`src/rtl/dafx_osc_sweep_ctrl_if.sv`:
```
// rtl/dafx_osc_sweep_ctrl_if.sv - AXI4-Lite write-channel bundle between the sweep master and the register bank
//
// Signals:
//   awaddr/awvalid/awready   write address channel
//   wdata/wstrb/wvalid/wready write data channel
//   bresp/bvalid/bready       write response channel
// Modports: master (sweep controller side), slave (register-bank side).

interface dafx_osc_sweep_ctrl_if #(
   parameter int AXI_ADDR_WIDTH_P = 16,
   parameter int AXI_DATA_WIDTH_P = 32
);
   logic [AXI_ADDR_WIDTH_P-1:0]   awaddr;
   logic                          awvalid;
   logic                          awready;
   logic [AXI_DATA_WIDTH_P-1:0]   wdata;
   logic [AXI_DATA_WIDTH_P/8-1:0] wstrb;
   logic                          wvalid;
   logic                          wready;
   logic [1:0]                    bresp;
   logic                          bvalid;
   logic                          bready;

   modport master (
      output awaddr, awvalid, wdata, wstrb, wvalid, bready,
      input  awready, wready, bresp, bvalid
   );

   modport slave (
      input  awaddr, awvalid, wdata, wstrb, wvalid, bready,
      output awready, wready, bresp, bvalid
   );
endinterface

```
`src/rtl/dafx_osc_sweep_ctrl.sv`:
```
// rtl/dafx_osc_sweep_ctrl.sv - AXI4-Lite write master that ramps the osc0 frequency register
//
// Steps the frequency register from a start value to an end value, waiting a
// programmed number of idle cycles after each write response.
//
// Ports:
//   clk, rst                 clock, synchronous active-high reset
//   cmd_sweep_start/stop     single-cycle command pulses
//   cr_sweep_start_freq      first frequency written
//   cr_sweep_end_freq        last frequency written
//   cr_sweep_step            unsigned step magnitude
//   cr_sweep_hold_cycles     idle cycles between write response and next write
//   axi                      AXI4-Lite write channels (master modport)
//   sr_sweep_busy            high from accepted start until back in IDLE
//   sr_sweep_cur_freq        last frequency whose write was issued
//   sr_sweep_error           sticky error flag, set on a non-OKAY response
//   irq_sweep_done           one-cycle pulse on normal completion
//
// Build option: DAFX_SWEEP_PINGPONG_EN - bounce between the endpoints
// indefinitely instead of finishing after one pass.

module dafx_osc_sweep_ctrl #(
   parameter int AXI_ADDR_WIDTH_P = 16,
   parameter int AXI_DATA_WIDTH_P = 32,
   parameter int N_BITS_P         = 32,
   parameter int HOLD_WIDTH_P     = 24,
   // Default location of the osc0 frequency register in the DAFX bank.
   parameter logic [AXI_ADDR_WIDTH_P-1:0] FREQ_ADDR_P = AXI_ADDR_WIDTH_P'('h0040)
) (
   input  logic                    clk,
   input  logic                    rst,
   input  logic                    cmd_sweep_start,
   input  logic                    cmd_sweep_stop,
   input  logic [N_BITS_P-1:0]     cr_sweep_start_freq,
   input  logic [N_BITS_P-1:0]     cr_sweep_end_freq,
   input  logic [N_BITS_P-1:0]     cr_sweep_step,
   input  logic [HOLD_WIDTH_P-1:0] cr_sweep_hold_cycles,
   dafx_osc_sweep_ctrl_if.master   axi,
   output logic                    sr_sweep_busy,
   output logic [N_BITS_P-1:0]     sr_sweep_cur_freq,
   output logic                    sr_sweep_error,
   output logic                    irq_sweep_done
);

   typedef enum logic [2:0] {
      IDLE,
      WRITE,
      RESP,
      HOLD,
      DONE
   } state_t;

   state_t                      state;
   logic [N_BITS_P-1:0]         cur;
   logic [N_BITS_P-1:0]         end_r;
   logic [N_BITS_P-1:0]         step_r;
   logic [HOLD_WIDTH_P-1:0]     hold_r;
   logic [HOLD_WIDTH_P-1:0]     hold_cnt;
   logic                        dir_up;
   logic                        stop_pend;
   logic                        awvalid_r;
   logic                        wvalid_r;
   logic                        bready_r;
   logic [AXI_DATA_WIDTH_P-1:0] wdata_r;
   logic                        busy_r;
   logic                        error_r;
   logic                        irq_r;
`ifdef DAFX_SWEEP_PINGPONG_EN
   logic [N_BITS_P-1:0]         start_r;
`endif

   // Next frequency, computed one bit wider so that carry/borrow exposes a
   // wrap. Anything that would pass the end value, wrap, or a zero step
   // lands exactly on the end value.
   logic [N_BITS_P:0]   sum_up;
   logic [N_BITS_P:0]   sum_dn;
   logic [N_BITS_P-1:0] next_freq;

   always_comb begin
      sum_up    = {1'b0, cur} + {1'b0, step_r};
      sum_dn    = {1'b0, cur} - {1'b0, step_r};
      next_freq = end_r;
      if (step_r != '0) begin
         if (dir_up) begin
            if (!sum_up[N_BITS_P] && (sum_up[N_BITS_P-1:0] < end_r))
               next_freq = sum_up[N_BITS_P-1:0];
         end else begin
            if (!sum_dn[N_BITS_P] && (sum_dn[N_BITS_P-1:0] > end_r))
               next_freq = sum_dn[N_BITS_P-1:0];
         end
      end
   end

   wire aw_done  = !awvalid_r || axi.awready;
   wire w_done   = !wvalid_r  || axi.wready;
   wire stop_now = stop_pend  || cmd_sweep_stop;

   always_ff @(posedge clk) begin
      if (rst) begin
         state     <= IDLE;
         cur       <= '0;
         end_r     <= '0;
         step_r    <= '0;
         hold_r    <= '0;
         hold_cnt  <= '0;
         dir_up    <= 1'b1;
         stop_pend <= 1'b0;
         awvalid_r <= 1'b0;
         wvalid_r  <= 1'b0;
         bready_r  <= 1'b0;
         wdata_r   <= '0;
         busy_r    <= 1'b0;
         error_r   <= 1'b0;
         irq_r     <= 1'b0;
`ifdef DAFX_SWEEP_PINGPONG_EN
         start_r   <= '0;
`endif
      end else begin
         irq_r <= 1'b0;
         // Later assignments in the case below override this when the
         // sweep returns to IDLE in the same cycle.
         if ((state != IDLE) && cmd_sweep_stop)
            stop_pend <= 1'b1;

         case (state)
            IDLE: begin
               if (cmd_sweep_start) begin
                  cur       <= cr_sweep_start_freq;
                  end_r     <= cr_sweep_end_freq;
                  step_r    <= cr_sweep_step;
                  hold_r    <= cr_sweep_hold_cycles;
                  dir_up    <= (cr_sweep_end_freq >= cr_sweep_start_freq);
`ifdef DAFX_SWEEP_PINGPONG_EN
                  start_r   <= cr_sweep_start_freq;
`endif
                  error_r   <= 1'b0;
                  busy_r    <= 1'b1;
                  stop_pend <= cmd_sweep_stop;
                  awvalid_r <= 1'b1;
                  wvalid_r  <= 1'b1;
                  wdata_r   <= AXI_DATA_WIDTH_P'(cr_sweep_start_freq);
                  state     <= WRITE;
               end
            end

            WRITE: begin
               if (axi.awready) awvalid_r <= 1'b0;
               if (axi.wready)  wvalid_r  <= 1'b0;
               if (aw_done && w_done) begin
                  bready_r <= 1'b1;
                  state    <= RESP;
               end
            end

            RESP: begin
               if (axi.bvalid) begin
                  bready_r <= 1'b0;
                  if (axi.bresp != 2'b00) begin
                     error_r   <= 1'b1;
                     busy_r    <= 1'b0;
                     stop_pend <= 1'b0;
                     state     <= IDLE;
                  end else if (stop_now) begin
                     busy_r    <= 1'b0;
                     stop_pend <= 1'b0;
                     state     <= IDLE;
                  end else if (cur == end_r) begin
`ifdef DAFX_SWEEP_PINGPONG_EN
                     // Turn around: the value just written becomes the new
                     // start, so it is not written again on the way back.
                     start_r  <= end_r;
                     end_r    <= start_r;
                     dir_up   <= !dir_up;
                     hold_cnt <= HOLD_WIDTH_P'(1);
                     state    <= HOLD;
`else
                     irq_r    <= 1'b1;
                     state    <= DONE;
`endif
                  end else if (hold_r == '0) begin
                     cur       <= next_freq;
                     wdata_r   <= AXI_DATA_WIDTH_P'(next_freq);
                     awvalid_r <= 1'b1;
                     wvalid_r  <= 1'b1;
                     state     <= WRITE;
                  end else begin
                     hold_cnt <= HOLD_WIDTH_P'(1);
                     state    <= HOLD;
                  end
               end
            end

            HOLD: begin
               if (stop_now) begin
                  busy_r    <= 1'b0;
                  stop_pend <= 1'b0;
                  state     <= IDLE;
               end else if (hold_cnt >= hold_r) begin
                  cur       <= next_freq;
                  wdata_r   <= AXI_DATA_WIDTH_P'(next_freq);
                  awvalid_r <= 1'b1;
                  wvalid_r  <= 1'b1;
                  state     <= WRITE;
               end else begin
                  hold_cnt <= hold_cnt + HOLD_WIDTH_P'(1);
               end
            end

            DONE: begin
               busy_r    <= 1'b0;
               stop_pend <= 1'b0;
               state     <= IDLE;
            end

            default: begin
               awvalid_r <= 1'b0;
               wvalid_r  <= 1'b0;
               bready_r  <= 1'b0;
               busy_r    <= 1'b0;
               stop_pend <= 1'b0;
               state     <= IDLE;
            end
         endcase
      end
   end

   assign axi.awaddr        = FREQ_ADDR_P;
   assign axi.awvalid       = awvalid_r;
   assign axi.wdata         = wdata_r;
   assign axi.wstrb         = '1;
   assign axi.wvalid        = wvalid_r;
   assign axi.bready        = bready_r;
   assign sr_sweep_busy     = busy_r;
   assign sr_sweep_cur_freq = cur;
   assign sr_sweep_error    = error_r;
   assign irq_sweep_done    = irq_r;

endmodule

```
`src/flat_wrapper.sv`:
```
// flat-port wrapper written by rule: the top's interface ports become plain ports
module dafx_osc_sweep_ctrl_flat 
#(
   parameter int AXI_ADDR_WIDTH_P = 16,
   parameter int AXI_DATA_WIDTH_P = 32,
   parameter int N_BITS_P         = 32,
   parameter int HOLD_WIDTH_P     = 24,
                                                                       
   parameter logic [AXI_ADDR_WIDTH_P-1:0] FREQ_ADDR_P = AXI_ADDR_WIDTH_P'('h0040)
)
  (clk, rst, cmd_sweep_start, cmd_sweep_stop, cr_sweep_start_freq, cr_sweep_end_freq, cr_sweep_step, cr_sweep_hold_cycles, sr_sweep_busy, sr_sweep_cur_freq, sr_sweep_error, irq_sweep_done, axi_awaddr, axi_awvalid, axi_wdata, axi_wstrb, axi_wvalid, axi_bready, axi_awready, axi_wready, axi_bresp, axi_bvalid);
  dafx_osc_sweep_ctrl_if #(.AXI_ADDR_WIDTH_P(AXI_ADDR_WIDTH_P), .AXI_DATA_WIDTH_P(AXI_DATA_WIDTH_P)) axi_i ();
  input  logic clk;
  input  logic rst;
  input  logic cmd_sweep_start;
  input  logic cmd_sweep_stop;
  input  logic [N_BITS_P-1:0] cr_sweep_start_freq;
  input  logic [N_BITS_P-1:0] cr_sweep_end_freq;
  input  logic [N_BITS_P-1:0] cr_sweep_step;
  input  logic [HOLD_WIDTH_P-1:0] cr_sweep_hold_cycles;
  output logic sr_sweep_busy;
  output logic [N_BITS_P-1:0] sr_sweep_cur_freq;
  output logic sr_sweep_error;
  output logic irq_sweep_done;
  output wire logic [$bits(axi_i.awaddr)-1:0] axi_awaddr;
  output wire logic [$bits(axi_i.awvalid)-1:0] axi_awvalid;
  output wire logic [$bits(axi_i.wdata)-1:0] axi_wdata;
  output wire logic [$bits(axi_i.wstrb)-1:0] axi_wstrb;
  output wire logic [$bits(axi_i.wvalid)-1:0] axi_wvalid;
  output wire logic [$bits(axi_i.bready)-1:0] axi_bready;
  input wire logic [$bits(axi_i.awready)-1:0] axi_awready;
  input wire logic [$bits(axi_i.wready)-1:0] axi_wready;
  input wire logic [$bits(axi_i.bresp)-1:0] axi_bresp;
  input wire logic [$bits(axi_i.bvalid)-1:0] axi_bvalid;
  assign axi_awaddr = axi_i.awaddr;
  assign axi_awvalid = axi_i.awvalid;
  assign axi_wdata = axi_i.wdata;
  assign axi_wstrb = axi_i.wstrb;
  assign axi_wvalid = axi_i.wvalid;
  assign axi_bready = axi_i.bready;
  assign axi_i.awready = axi_awready;
  assign axi_i.wready = axi_wready;
  assign axi_i.bresp = axi_bresp;
  assign axi_i.bvalid = axi_bvalid;
  dafx_osc_sweep_ctrl #(.AXI_ADDR_WIDTH_P(AXI_ADDR_WIDTH_P), .AXI_DATA_WIDTH_P(AXI_DATA_WIDTH_P), .N_BITS_P(N_BITS_P), .HOLD_WIDTH_P(HOLD_WIDTH_P), .FREQ_ADDR_P(FREQ_ADDR_P)) u_core (.clk(clk), .rst(rst), .cmd_sweep_start(cmd_sweep_start), .cmd_sweep_stop(cmd_sweep_stop), .cr_sweep_start_freq(cr_sweep_start_freq), .cr_sweep_end_freq(cr_sweep_end_freq), .cr_sweep_step(cr_sweep_step), .cr_sweep_hold_cycles(cr_sweep_hold_cycles), .axi(axi_i), .sr_sweep_busy(sr_sweep_busy), .sr_sweep_cur_freq(sr_sweep_cur_freq), .sr_sweep_error(sr_sweep_error), .irq_sweep_done(irq_sweep_done));
endmodule
```
`config.mk`:
```
export PLATFORM = sky130hd
export DESIGN_NAME = dafx_osc_sweep_ctrl_flat
export DESIGN_NICKNAME = d
export VERILOG_FILES = /design/src/rtl/dafx_osc_sweep_ctrl_if.sv /design/src/rtl/dafx_osc_sweep_ctrl.sv /design/src/flat_wrapper.sv
export SDC_FILE = /design/constraint.sdc
export NUM_CORES = 1
export LEC_CHECK = 0
export BUFFER_PORTS_ARGS = -buffer_cell sky130_fd_sc_hd__buf_2
export CORE_MARGIN = 2
export CORE_UTILIZATION = 59
export DETAILED_ROUTE_END_ITERATION = 10
export GPL_TIMING_DRIVEN = 0
export PLACE_DENSITY_LB_ADDON = 0.08
export SLEW_MARGIN = 15
export SYNTH_ARGS = -nofsm -noshare
export SYNTH_HDL_FRONTEND = slang
export SYNTH_SLANG_ARGS = --single-unit
```
`constraint.sdc`:
```
create_clock -name clk -period 6.8 [get_ports clk]
set_input_delay 0.34 -clock clk [delete_from_list [all_inputs] [get_ports clk]]
set_output_delay 0.34 -clock clk [all_outputs]
set_load 0.02 [all_outputs]
```
Word level (Yosys, flattened, before mapping)
Cells that the tools add are included.
Operators by class
  add/subtract/negate cells: 3
  order comparisons: 4
  equality and inequality tests: 20
  mux-type cells: 61
  bitwise gates (word level): 5
  reductions and logical operators: 30
Operators by type and width (number)
  32-bit 2-to-1 mux: 12
  24-bit 2-to-1 mux: 7
  32-bit one-hot mux with 3 select lines: 1
  24-bit one-hot mux with 2 select lines: 1
  32-bit by 32-bit adder with 33-bit output: 1
  32-bit by 32-bit subtractor with 33-bit output: 1
  32-bit equality test: 1
  32-bit greater-or-equal comparator: 1
  32-bit > comparator: 1
  32-bit less-than comparator: 1
  32-bit nonzero test: 1
  24-bit by 1-bit adder with 24-bit output (second input constant): 1
  24-bit greater-or-equal comparator: 1
  24-bit zero test: 1
  1-bit 2-to-1 mux: 24
  3-bit 2-to-1 mux: 8
  2-bit != test (second input constant): 10
  10-bit AND reduction: 2
  3-bit one-hot mux with 4 select lines: 1
  1-bit one-hot mux with 5 select lines: 2
  9-bit AND reduction: 1
  2-bit by 1-bit != test with 1-bit output (second input constant): 4
  1-bit one-hot mux with 4 select lines: 2
  4-bit AND reduction: 2
  19 further kinds: 36
Word-level totals
  register bits: 155
  input bits: 129
  output and inout port bits: 90
  logic and storage cells: 137

Longest topological paths before layout
  depth in word-level cells: 12
  mapped depth: 25
  depth with buffers taken out: 24

Least setup slack after synthesis
No wires, ideal clock.
  path kind: flip-flop to flip-flop
  from: register, netlist name u_core.axi.wdata[10]
  to: register u_core.wdata_r[15] (netlist: u_core.axi.wdata[15])
  library setup time: 131 ps
  arrival time: 5133 ps
  required time: 6669 ps
  setup slack: 1536 ps
  stages on the path, launching flop included: 23
  path buffers: 3
  clock period less this slack: 5264 ps
  cell sequence: dfxtp_1 ha_1 buf_2 nor4_1 inv_1 a211oi_1 o2111ai_1 a21oi_1 a311oi_1 o41ai_1 xnor2_1 ha_1 nand3_1 nor4_1 a22o_1 a2111oi_0 o2111ai_1 or3_1 buf_2 buf_4 a22o_1 a221oi_1 o211ai_1
RTL lines
  end signal: assignment: RTL line dafx_osc_sweep_ctrl.sv:141  | wdata_r <= AXI_DATA_WIDTH_P'(cr_sweep_start_freq);
  end signal: assignment: RTL line dafx_osc_sweep_ctrl.sv:182  | wdata_r <= AXI_DATA_WIDTH_P'(next_freq);
  end signal: assignment: RTL line dafx_osc_sweep_ctrl.sv:200  | wdata_r <= AXI_DATA_WIDTH_P'(next_freq);
  end: declaration: RTL line dafx_osc_sweep_ctrl.sv:64  | logic [AXI_DATA_WIDTH_P-1:0] wdata_r;

==> results by group <==
Synthesis
  – Seq/Total Area, Yosys: 21.5%
  – Yosys reg bits: roughly 160
  – Post-Syn Area: ~14000 µm²
  – Cell count after synthesis: about 1900
  – Number of synthesized flops with an enable pin: 0
  – Syn. warnings: 0
  – Netlist cell types: just over 80
  – Fraction of registers with async set or reset after synthesis: 0%
  – Avg Inst Size Synth: 7.41 µm²
  – Top_reg_cell synth: dfxtp_1

Timing
  – Rel. slew slack: approximately a third
  – Setup total negative slack: 0 ns
  – Max Fclk: approximately 150 MHz
  – Hold slack final: 0.102 ns
  – Final worst-path cycle share: a little over nine tenths
  – Minimum clock period: ~6.6 ns
  – Clk_skew: around 0.020 ns
  – Worst Tran Pin Value: approximately 1.0 ns
  – Max Transition Viols Final: 0
  – Final hold viol count: 0
  – Final setup fails: 0

Floorplanning
  – Overall die height: approximately 160 µm
  – Core Region: 24200 µm²
  – Rows: 57
  – Initial Util: around three fifths
  – I/O Pins: 219
  – Die X-Extent: around 160 µm
  – Die area: ~26000 µm²

Global routing
  – Grt ovf: 0
  – GRT Overall Usage: between 40% and 50%
  – Met2 Use GR: 64.6%
  – Grt met3 use: a little under a tenth
  – GRT busiest layer: met2
  – Global-route wire length before repair: around 81 mm
  – Vias in the first global route: between 10000 and 15000
  – Antenna violations before repair: 1
  – Met1 usage: 51.4%
  – Largest net degree at the start of global routing: 20

Critical path
  – Crit path DAT: slightly below 7 ns
  – Kind of start point of the critical path: register
  – Worst reg2reg path endpoint: u_core.axi.wdata[18]$_SDFFE_PP0P_
  – CP Launch Point: u_core.axi.wdata[10]$_SDFFE_PP0P_
  – Required @ worst endpoint: 7.11 ns
  – Slowest stage cell, crit path: nor4_1
  – Reg2reg start: u_core.axi.wdata[10]$_SDFFE_PP0P_
  – Setup Crit Path Kind: register to register
  – Reg-to-reg slack, setup: between 0.2 and 0.25 ns
  – CP peak stage delay: about 0.6 ns
  – CP Capture Point: u_core.axi.wdata[18]$_SDFFE_PP0P_
  – Critical path cell sequence: ha_1, buf_2, nor4_1, inv_1, a211oi_2, o2111ai_1, a21oi_2, a311oi_1, o41ai_1, xnor2_1, ha_1, nand3_1, nor4_1, nand3_1, nor3_1, o21a_1, or3_1, buf_2, nand4b_1, nand2_1, a2111oi_0, a211oi_1
  – CP Max Fanout: 10
  – FF-to-FF path depth: 22
  – Crit end category: register

Detailed routing
  – Length of the first detailed-routing pass in iterations: 6
  – Antenna-violating nets left: 0
  – Drt drc: 0
  – Vias per cell: about 6.3
  – Wirelength per Cell: roughly 21 µm
  – DRT iter0 DRCs: about 1800
  – Final wirelength: 53.3 mm
  – Vias: about 16000

Clock network
  – CTS root buf: clkbuf_16
  – H-tree depth: 4
  – Clock sink total: 155
  – CTS max path bufs: 2
  – Worst-skew pair later-pin latency: roughly 0.47 ns
  – CTS buffer count: 17
  – Clk slew on worst S/H paths: 0.09 ns
  – CTS tree: yes

Finish
  – Final #Nets: ~2500
  – Fin cells: between 2000 and 3000
  – Ratio of cells with drive above 1 in the final layout: 15.9%
  – Area growth syn-to-layout: 14.9%

Pwr
  – Peak supply drop: around 190 µV
  – Total Power: roughly 5600 µW
  – Power per cell area: ~340 nW/µm²
  – Leakage: 0.00751 µW

Placed design
  – GP Congestion: around 1.0
  – Hpwl dp: 42.6 mm
  – Placed Cells incl. Taps: around 2500
  – Number of port buffers: 198

Flow run
  – Max-cap viol count: 0

Min path
  – Hold Crit Class: primary input to register

Outcome
  – Run status: completed
-- power by group --
group	leakage, µW	internal (µW)	switching, µW
sequential	0.00127	1000	176
clock	0.000295	505	534
combinational	0.00595	1220	2170
-- stage by stage --
stage / instance area [µm²] / setup WS (ns) / util, %
detailed placement: 15900 / -0.100 / 65.8
floorplan: 14500 / 1.54 / -
finish: 16600 / 0.235 / 68.7
global placement: 15900 / -0.0969 / 65.8
global route: 16600 / -0.0989 / 68.6
CTS: 16500 / 0.0203 / 68.4
-- state kept, by name, summed over array words and instances, names as in the netlist --
register               count
u_core.axi.awvalid         1
u_core.axi.bready          1
u_core.axi.wdata          32
u_core.axi.wvalid          1
u_core.dir_up              1
u_core.end_r              32
u_core.hold_cnt           24
u_core.hold_r             24
u_core.irq_sweep_done      1
u_core.sr_sweep_busy       1
u_core.sr_sweep_error      1
u_core.state               3
u_core.step_r             32
u_core.stop_pend           1
-- cells in the mapped netlist, drive strengths merged, types with 4 or more instances --
cell,count,share of area [%]
nand2,257,6.7
a21oi,221,7.7
ha,185,16
inv,169,4.4
dfxtp,155,21
nor2,113,2.9
o21ai,88,3.1
buf,81,3.9
clkbuf,71,1.8
xnor2,53,3.2
nor4,47,2.1
xor2,46,2.8
nand3,36,1.2
nand4,35,1.5
nor3,33,1.3
o211ai,33,1.7
nor2b,32,1.4
a21o,22,1.1
nand2b,21,0.91
a221oi,19,1.2
o221ai,19,1.2
a211oi,16,0.95
a22o,14,0.85
or3,14,0.61
a311oi,13,0.79
o21a,13,0.68
a31oi,11,0.48
o31ai,11,0.67
and3,10,0.43
a22oi,9,0.47
a2111oi,7,0.42
o21bai,7,0.36
a211o,6,0.36
o41ai,6,0.36
nor3b,5,0.26
o2111ai,5,0.30
o221a,5,0.39
a2111o,4,0.31
a221o,4,0.28
o211a,4,0.28
o22a,4,0.24
or2,4,0.17
-- cell type report --
cell class | instances | area [µm²]
sequential | 155 | 3100
antenna | 1 | 2.50
tap | 324 | 405
multi-input combinational | 1491 | 9980
inverter | 169 | 637
fill | 2163 | 7580
clock inverter | 15 | 188
clock buffer | 17 | 425
timing repair buffer | 202 | 1020
buffer | 152 | 833
-- cells in the final DEF, fill, tap and decap left out, types with 14 or more instances in the layout --
cell       count
nor3_1        31
a21o_1        22
clkbuf_16     17
clkbuf_1      69
nor2b_1       31
a221oi_1      18
ha_1         185
dfxtp_1      155
o21ai_0       83
nor4_1        44
nand2b_1      21
o221ai_1      19
conb_1        20
o211ai_1      32
buf_4         66
nand3_1       36
buf_2        214
nand4_1       35
nand2_1      257
xor2_1        46
inv_1        165
or3_1         14
a21oi_1      218
xnor2_1       52
a22o_1        14
nor2_1       113
-- routing by layer --
| layer | part of all wire, % | vias to the layer above |
|---|---|---|
| li1 | - | 7393 |
| met1 | 40 | 7337 |
| met2 | 44 | 909 |
| met3 | 10 | 188 |
| met4 | 5.5 | 0 |
| met5 | 0 | - |
-- critical path: cells and delay by family (launching register included) --
family	cells	cell delay, ns
AND/OR/NAND/NOR	8	2.22
adder cells (fa/ha/maj)	2	0.63
XOR/XNOR	1	0.16
AO/OA/AOI/OAI	8	2.30
buffers and inverters	3	0.58
flip-flops	1	0.50
-- worst min-delay path by stage --
stage	cells after the start	from	slack, ns	end
finish	3	cr_sweep_hold_cycles[0]	0.10	u_core.hold_r[0]$_SDFFE_PP0P_
global route	3	cr_sweep_hold_cycles[21]	0.12	u_core.hold_r[21]$_SDFFE_PP0P_
CTS	3	cr_sweep_hold_cycles[2]	0.10	u_core.hold_r[2]$_SDFFE_PP0P_
detailed placement	2	u_core.hold_r[5]$_SDFFE_PP0P_	0.47	u_core.hold_r[5]$_SDFFE_PP0P_
global placement	2	u_core.hold_r[4]$_SDFFE_PP0P_	0.47	u_core.hold_r[4]$_SDFFE_PP0P_
floorplan	2	u_core.hold_r[10]$_SDFFE_PP0P_	0.45	u_core.hold_r[10]$_SDFFE_PP0P_
-- timing repair --
| action | in CTS | in global routing |
|---|---|---|
| hold endpoints to repair | 0 | 0 |
| pin swaps | 0 | 1 |
| hold buffers | 0 | 0 |
| gates resized for setup | 1 | 11 |
| setup buffers | 0 | 4 |
| endpoints found under the setup margin | 10 | 31 |
-- cell families after synthesis --
family / share of synthesized area (%)
adder cells (fa/ha/maj): 16.3
AND/OR/NAND/NOR: 20.2
flip-flops: 21.5
buffers and inverters: 10.2
multiplexers: 0.294
XOR/XNOR: 6.00
AO/OA/AOI/OAI: 25.6
other: 0.0520
No activity file was read; power rests on OpenSTA's default activity.
